<file path="config.mk">
export PLATFORM = sky130hd
export DESIGN_NAME = step_dir_receiver_flat
export DESIGN_NICKNAME = d
export VERILOG_FILES = /design/src/rtl/step_dir_receiver_pkg.sv /design/src/rtl/step_dir_receiver_if.sv /design/src/rtl/step_dir_receiver_sync_filter.sv /design/src/rtl/step_dir_receiver.sv /design/src/flat_wrapper.sv
export SDC_FILE = /design/constraint.sdc
export NUM_CORES = 1
export LEC_CHECK = 0
export BUFFER_PORTS_ARGS = -buffer_cell sky130_fd_sc_hd__buf_2
export CELL_PAD_IN_SITES_DETAIL_PLACEMENT = 1
export CELL_PAD_IN_SITES_GLOBAL_PLACEMENT = 2
export CORE_ASPECT_RATIO = 0.75
export CORE_MARGIN = 4
export CORE_UTILIZATION = 33
export CTS_CLUSTER_SIZE = 12
export DETAILED_ROUTE_END_ITERATION = 7
export HOLD_SLACK_MARGIN = 0.06
export PLACE_DENSITY = 0.95
export REMOVE_ABC_BUFFERS = 1
export SLEW_MARGIN = 40
export SYNTH_ARGS = -nofsm -noshare
export SYNTH_HDL_FRONTEND = slang
export SYNTH_SLANG_ARGS = --single-unit
export TNS_END_PERCENT = 10
</file>
<file path="constraint.sdc">
create_clock -name clk -period 5.5 [get_ports clk]
set_input_delay 0.55 -clock clk [delete_from_list [all_inputs] [get_ports clk]]
set_output_delay 0.55 -clock clk [all_outputs]
set_load 0.05 [all_outputs]
</file>
<file path="src/rtl/step_dir_receiver_pkg.sv">
// Shared types for the step/dir receive path: sign-magnitude step word and receiver FSM states.
// Combinational definitions only; no latency, no backpressure.
package step_pkg;

    typedef struct packed {
        logic        dir;
        logic [30:0] mag;
    } step_word_t;

    localparam logic [30:0] STEP_MAG_MAX = 31'h7FFFFFFF;
    localparam logic        STEP_DIR_NEG = 1'b1;

    typedef enum logic {
        RX_IDLE,
        RX_MOVING
    } rx_state_t;

endpackage

</file>
<file path="src/rtl/step_dir_receiver_if.sv">
// Pin-side inputs and register-file-side outputs of the step/dir receiver.
// master drives the pins and reads the results; slave is the receiver itself.
interface step_dir_receiver_if;
    logic        step_in;
    logic        dir_in;
    logic        enable_n;
    logic        clear;
    logic [31:0] step_count;
    logic [31:0] period;
    logic [31:0] speed;
    logic        moving;
    logic        dir_err;
    logic        ovf;

    modport master (
        output step_in, dir_in, enable_n, clear,
        input  step_count, period, speed, moving, dir_err, ovf
    );

    modport slave (
        input  step_in, dir_in, enable_n, clear,
        output step_count, period, speed, moving, dir_err, ovf
    );
endinterface

</file>
<file path="src/rtl/step_dir_receiver_sync_filter.sv">
// Pin synchroniser plus glitch filter; level moves SYNC_STAGES + FILTER_LEN cycles after a clean edge.
// No backpressure; a run of differing samples shorter than FILTER_LEN is discarded.
module sync_filter #(
    parameter int SYNC_STAGES = 2,
    parameter int FILTER_LEN  = 4
) (
    input  logic clk,
    input  logic rst,
    input  logic raw,
    output logic filt
);
    localparam int CW = (FILTER_LEN < 2) ? 1 : $clog2(FILTER_LEN);

    logic [SYNC_STAGES-1:0] sync_q;
    logic [CW-1:0]          cnt_q;
    logic                   smp;

    assign smp = sync_q[SYNC_STAGES-1];

    always_ff @(posedge clk or posedge rst) begin
        if (rst) begin
            sync_q <= '0;
            cnt_q  <= '0;
            filt   <= 1'b0;
        end else begin
            sync_q <= {sync_q[SYNC_STAGES-2:0], raw};
            if (smp == filt) begin
                cnt_q <= '0;
            end else if (cnt_q == CW'(FILTER_LEN - 1)) begin
                filt  <= smp;
                cnt_q <= '0;
            end else begin
                cnt_q <= cnt_q + CW'(1);
            end
        end
    end
endmodule

</file>
<file path="src/rtl/step_dir_receiver.sv">
// Decodes STEP/DIR/ENABLE# pins into a sign-magnitude step count, step period and speed; count lags step_in by SYNC_STAGES+FILTER_LEN+1.
// No backpressure. STEP_DIR_RX_PERIOD_EN enables the period counter, period/speed outputs and timeout exit from MOVING.
import step_pkg::*;

module step_dir_receiver #(
    parameter int SYNC_STAGES = 2,
    parameter int FILTER_LEN  = 4,
    parameter int DIR_SETUP   = 2,
    parameter int TIMEOUT     = 50000000
) (
    input logic          clk,
    input logic          rst,
    step_dir_receiver_if.slave bus
);
    localparam int DSW = (DIR_SETUP < 1) ? 1 : $clog2(DIR_SETUP + 1);

    if (SYNC_STAGES < 2 || FILTER_LEN < 1 || DIR_SETUP < 0 || TIMEOUT < 1) begin : g_bad_params
        $error("step_dir_receiver: illegal parameter value");
    end

    logic f_step, f_dir, f_en_n;

    sync_filter #(.SYNC_STAGES(SYNC_STAGES), .FILTER_LEN(FILTER_LEN)) u_step (
        .clk(clk), .rst(rst), .raw(bus.step_in), .filt(f_step));
    sync_filter #(.SYNC_STAGES(SYNC_STAGES), .FILTER_LEN(FILTER_LEN)) u_dir (
        .clk(clk), .rst(rst), .raw(bus.dir_in), .filt(f_dir));
    sync_filter #(.SYNC_STAGES(SYNC_STAGES), .FILTER_LEN(FILTER_LEN)) u_en (
        .clk(clk), .rst(rst), .raw(bus.enable_n), .filt(f_en_n));

    logic           step_prev, dir_prev;
    logic [DSW-1:0] dsc_q, dir_stable;
    logic           step_edge, dir_short;
    logic [31:0]    cnt_q;
    logic           dir_err_q, ovf_q;
    step_word_t     base, cnt_nxt;
    logic           sat;
    rx_state_t      state_q, state_nxt;

    assign step_edge  = f_step & ~step_prev & ~f_en_n;
    // A dir flip visible this cycle means zero cycles of stability so far.
    assign dir_stable = (f_dir != dir_prev) ? '0 : dsc_q;
    assign dir_short  = dir_stable < DSW'(DIR_SETUP);

    // clear is folded in before the edge so a coincident edge counts from zero.
    always_comb begin
        base    = bus.clear ? '0 : step_word_t'(cnt_q);
        cnt_nxt = base;
        sat     = 1'b0;
        if (step_edge) begin
            if (f_dir == base.dir) begin
                if (base.mag == STEP_MAG_MAX) sat = 1'b1;
                else                          cnt_nxt.mag = base.mag + 31'd1;
            end else if (base.mag > 31'd1) begin
                cnt_nxt.mag = base.mag - 31'd1;
            end else if (base.mag == 31'd1) begin
                cnt_nxt = '0;
            end else begin
                cnt_nxt.dir = f_dir;
                cnt_nxt.mag = 31'd1;
            end
        end
    end

    always_ff @(posedge clk or posedge rst) begin
        if (rst) begin
            step_prev <= 1'b0;
            dir_prev  <= 1'b0;
            dsc_q     <= '0;
            cnt_q     <= '0;
            dir_err_q <= 1'b0;
            ovf_q     <= 1'b0;
            state_q   <= RX_IDLE;
        end else begin
            step_prev <= f_step;
            dir_prev  <= f_dir;
            if (dir_stable != DSW'(DIR_SETUP)) dsc_q <= dir_stable + DSW'(1);
            else                               dsc_q <= dir_stable;
            cnt_q     <= cnt_nxt;
            dir_err_q <= (dir_err_q & ~bus.clear) | (step_edge & dir_short);
            ovf_q     <= (ovf_q & ~bus.clear) | sat;
            state_q   <= state_nxt;
        end
    end

`ifdef STEP_DIR_RX_PERIOD_EN
    logic [31:0] pcnt_q, pcnt_nxt, period_q, period_nxt, speed_q;

    always_comb begin
        state_nxt  = state_q;
        pcnt_nxt   = pcnt_q;
        period_nxt = period_q;
        case (state_q)
            RX_IDLE: begin
                if (step_edge) begin
                    state_nxt = RX_MOVING;
                    pcnt_nxt  = 32'd1;
                end
            end
            RX_MOVING: begin
                if (f_en_n) begin
                    state_nxt  = RX_IDLE;
                    period_nxt = '0;
                end else if (step_edge) begin
                    period_nxt = pcnt_q;
                    pcnt_nxt   = 32'd1;
                end else if (pcnt_q == 32'(TIMEOUT)) begin
                    state_nxt  = RX_IDLE;
                    period_nxt = '0;
                end else if (pcnt_q != '1) begin
                    pcnt_nxt = pcnt_q + 32'd1;
                end
            end
            default: state_nxt = RX_IDLE;
        endcase
    end

    always_ff @(posedge clk or posedge rst) begin
        if (rst) begin
            pcnt_q   <= '0;
            period_q <= '0;
            speed_q  <= '0;
        end else begin
            pcnt_q   <= pcnt_nxt;
            period_q <= period_nxt;
            speed_q  <= period_nxt >> 1;
        end
    end

    assign bus.period = period_q;
    assign bus.speed  = speed_q;
`else
    always_comb begin
        state_nxt = state_q;
        case (state_q)
            RX_IDLE:   if (step_edge) state_nxt = RX_MOVING;
            RX_MOVING: if (f_en_n)    state_nxt = RX_IDLE;
            default:   state_nxt = RX_IDLE;
        endcase
    end

    assign bus.period = '0;
    assign bus.speed  = '0;
`endif

    assign bus.step_count = cnt_q;
    assign bus.moving     = (state_q == RX_MOVING);
    assign bus.dir_err    = dir_err_q;
    assign bus.ovf        = ovf_q;
endmodule

</file>
<file path="src/flat_wrapper.sv">
// flat-port wrapper written by rule: the top's interface ports become plain ports
module step_dir_receiver_flat 
#(
    parameter int SYNC_STAGES = 2,
    parameter int FILTER_LEN  = 4,
    parameter int DIR_SETUP   = 2,
    parameter int TIMEOUT     = 50000000
)
  (clk, rst, bus_step_in, bus_dir_in, bus_enable_n, bus_clear, bus_step_count, bus_period, bus_speed, bus_moving, bus_dir_err, bus_ovf);
  step_dir_receiver_if bus_i ();
  input logic clk;
  input logic rst;
  input wire logic [$bits(bus_i.step_in)-1:0] bus_step_in;
  input wire logic [$bits(bus_i.dir_in)-1:0] bus_dir_in;
  input wire logic [$bits(bus_i.enable_n)-1:0] bus_enable_n;
  input wire logic [$bits(bus_i.clear)-1:0] bus_clear;
  output wire logic [$bits(bus_i.step_count)-1:0] bus_step_count;
  output wire logic [$bits(bus_i.period)-1:0] bus_period;
  output wire logic [$bits(bus_i.speed)-1:0] bus_speed;
  output wire logic [$bits(bus_i.moving)-1:0] bus_moving;
  output wire logic [$bits(bus_i.dir_err)-1:0] bus_dir_err;
  output wire logic [$bits(bus_i.ovf)-1:0] bus_ovf;
  assign bus_i.step_in = bus_step_in;
  assign bus_i.dir_in = bus_dir_in;
  assign bus_i.enable_n = bus_enable_n;
  assign bus_i.clear = bus_clear;
  assign bus_step_count = bus_i.step_count;
  assign bus_period = bus_i.period;
  assign bus_speed = bus_i.speed;
  assign bus_moving = bus_i.moving;
  assign bus_dir_err = bus_i.dir_err;
  assign bus_ovf = bus_i.ovf;
  step_dir_receiver #(.SYNC_STAGES(SYNC_STAGES), .FILTER_LEN(FILTER_LEN), .DIR_SETUP(DIR_SETUP), .TIMEOUT(TIMEOUT)) u_core (.clk(clk), .rst(rst), .bus(bus_i));
endmodule
</file>
==> results.md <==
* Status: finished clean
* Largest area contributor in the netlist: dfrtp_1
* Clock sink count at 54
* Final Setup Violations at 0
* Worst-Skew Late Latency at around 0.3 ns
* Number of synthesized flops with an enable pin at 0
* Slowest cell on the critical path: or4b_1
* First-pass GRT wire length at 23620 microns
* Inst Count DP at 712
* Drt first pass iters at 4
* Flops & latches, synth at 54
* Vias in the first global route at 4176
* Seq/Total Area, Yosys at 0.3145
* Drt via density at around 6
* Area share of the largest cell type after synthesis at 0.3145
* Fmax at ~270 MHz
* Rel. slew slack at 0.4326
* Die H at 106.8 microns
* Die Wd at between 100 and 150 microns
* Overflow after GRT at 0
* CP Buf/Inv Count at 3
* Fin nets at around 570
* Drt drc at 0
* CP Capture Type: register
* Num CTS Buffers at 5
* I/O pins at 105
* Clock-pin slew of the registers on the worst-case setup and hold paths at 0.08 ns
* Wire per inst at between 20 and 25 microns
* Area Growth Syn to Fin at 5.329%
* CP Launch Type: primary input
* Slew @ Worst Pin at approximately 0.85 ns
* Antenna diodes at 0
* Hold_sp: bus_enable_n
* Fin util at 0.3613
* Worst Setup SP: bus_clear
* Syn Inst Count at 537
* Post-CTS setup buffer count at 0
* VDD IR max at 0.0002451 V
* Total power at roughly 3200 uW
* Clk root buf: clkbuf_16
* Row Count at 35
* Post-Route WL at about 15000 microns
* Core area at approximately 13000 sq um
* Initial core utilization at 0.3431
* Area of the multi-input gates at about 2600 sq um
* CP max FO at 43
* Setup Total Neg Slack at 0 ns
* Pwr/cell area at between 700 and 800 nW/um^2
* Setup CP Type: in -> reg
* Yosys warns at 0
* Synth Flop Type: dfrtp_1
* Delay of the slowest critical-path stage at around 0.78 ns
* Worst path most repeated cell: inv_1
* Largest net degree at the start of global routing at 55
* GPL Wtd Cong at between 0.9 and 1
* DRT iter0 DRCs at just under 400
* Cell Area, Synth at roughly 4300 sq um
* Fillers at 1564
* H-tree depth at 2
* Worst Path Required at ~5.7 ns
* Mapped Avg Cell Area at about 8.0 sq um
* Dpl hpwl at 10550 microns
* Final ANT Viol Nets at 0
* Register area at ~1400 sq um
* Initial antenna violation count at 0
* Die footprint at about 15000 sq um
* # resized after CTS at 0
* IO Port Bufs at 40
* Max-Cap Viols at 0
* Reg2Reg Launch Point: u_core.bus.step_count[0]
* Worst hold-check path type: in -> reg
* Final Non-Filler Cells at 720
* RSZ-0062 raised after global routing: false
* Total number of vias at 4239
* Final Hold Fails at 0
* TritonCTS clock tree: built
* Delay-heaviest family, CP: simple AND/OR/NAND/NOR gates
* Worst EP arrival at 3.87 ns
* Number of max-slew violations in the final report at 0
* Largest cells by area after synthesis: dfrtp_1 (31%), buf_4 (12%), nand2_1 (4.6%)
* Distinct cells, synth at between 60 and 70
* Ys async rst share at 1.000
* Critical path, cell by cell: buf_2, inv_1, nand2_1, inv_1, ha_1, nand3_2, or3_1, or4b_1, and4_1, nand3_1, mux2i_1, o221ai_1
* Clock buffer depth at 2
* Total track usage at 0.1957
* Hold_buf cts at 0
* Share of cells above drive strength 1 at 0.1264
* Final period util at 0.6755
* Clock skew at 0.005595 ns
* Lkg Pwr at 0.001953 uW
* Post-layout min period at between 3 and 4 ns
[Yosys cell counts, drive strengths merged, types with 4 or more instances]
master  number
buf         73
dfrtp       54
nand2       54
nor2        46
o21ai       34
nand3       26
clkbuf      25
nor3        22
a21oi       20
nor2b       14
nor4        14
a31oi       11
and3        10
xnor2        9
nand4        8
o211ai       8
or3          8
ha           7
mux2i        7
inv          6
o22ai        6
or4          6
mux2         5
a211oi       4
a22oi        4
o221ai       4
[logic make-up after synthesis]
| kind of cell | after synthesis | share of synthesized area |
|---|---|---|
| simple gates | 227 | 0.2769 |
| compound gates | 121 | 0.1843 |
| buf+inv | 104 | 0.1511 |
| flops | 54 | 0.3145 |
| mux | 12 | 0.02941 |
| xor+xnor | 11 | 0.02242 |
| fa+ha+maj | 7 | 0.02038 |
| other cells | 1 | 0.0008728 |
[state kept, by name, indices dropped and copies added, names as in the netlist]
name,count
u_core.dir_prev,1
u_core.dsc_q,2
u_core.u_en.cnt_q,2
u_core.bus.moving,1
u_core.u_en.sync_q,2
u_core.u_dir.filt,1
u_core.u_dir.sync_q,2
u_core.step_prev,1
u_core.bus.step_count,32
u_core.u_step.cnt_q,2
u_core.bus.ovf,1
u_core.u_en.filt,1
u_core.u_dir.cnt_q,2
u_core.u_step.sync_q,2
u_core.bus.dir_err,1
u_core.u_step.filt,1
[power breakdown]
| part | switching [uW] | internal, uW |
|---|---|---|
| logic | 1530 | 561 |
| clock network | 167 | 174 |
| registers | 227 | 526 |
| total | 1920 | 1260 |
[path summary, 6_finish.rpt]
check                                                  to  slack [ns]  depth (start not counted)
worst max-delay path            u_core.bus.step_count[21]        1.78                         12
worst min-delay path                u_core.u_en.sync_q[0]        0.35                          1
worst max register to register  u_core.bus.step_count[21]        2.20                         10
worst min register to register     u_core.u_dir.sync_q[1]        0.35                          0
max in group asynchronous        u_core.bus.step_count[5]        4.56                          3
min in group asynchronous          u_core.u_dir.sync_q[0]        0.46                          3
[stage by stage]
stage	hold slack (ns)	instance area, sq um	worst slack, ns
floorplan	0.3312	3906	1.840
global placement	0.3310	4357	1.822
detailed placement	0.3364	4368	1.558
CTS	0.3428	4519	1.875
global route	0.3396	4526	1.625
finish	0.3492	4526	1.785
[cells in the final DEF, fill, tap and decap left out, types with 3 or more instances in the layout]
cell type,instances
nor4_1,13
a211oi_1,4
inv_1,5
and2_1,3
and3_1,10
nor2_1,46
a22oi_1,4
o22ai_1,6
a21o_1,3
conb_1,64
nand3_2,3
nor3_1,21
and4_1,3
buf_4,4
nor2b_1,14
o31ai_1,3
clkbuf_16,5
buf_2,40
or4_1,5
dfrtp_1,54
ha_1,7
nand2_1,53
o21ai_1,8
a21oi_1,20
o21ai_0,26
mux2_2,5
o221ai_1,4
or3_1,8
xnor2_1,9
a31oi_1,11
o2bb2ai_1,3
mux2i_1,7
nand4_1,8
nand3_1,23
o211ai_1,8
[final cells by class]
cell class	count	share of cell area
tap	166	0.04589
sequential	54	0.2986
timing repair buffer	44	0.05087
clock buffer	5	0.02765
clock inverter	3	0.005806
inverter	6	0.004977
multi-input combinational	442	0.5662
[routing by layer]
layer  share of wire  GRT usage
met1            0.44     0.2744
met2            0.46     0.3058
met3           0.088    0.04770
met4           0.013    0.04495
met5               0          0
Note: power is estimated with default switching activity, not from simulation.
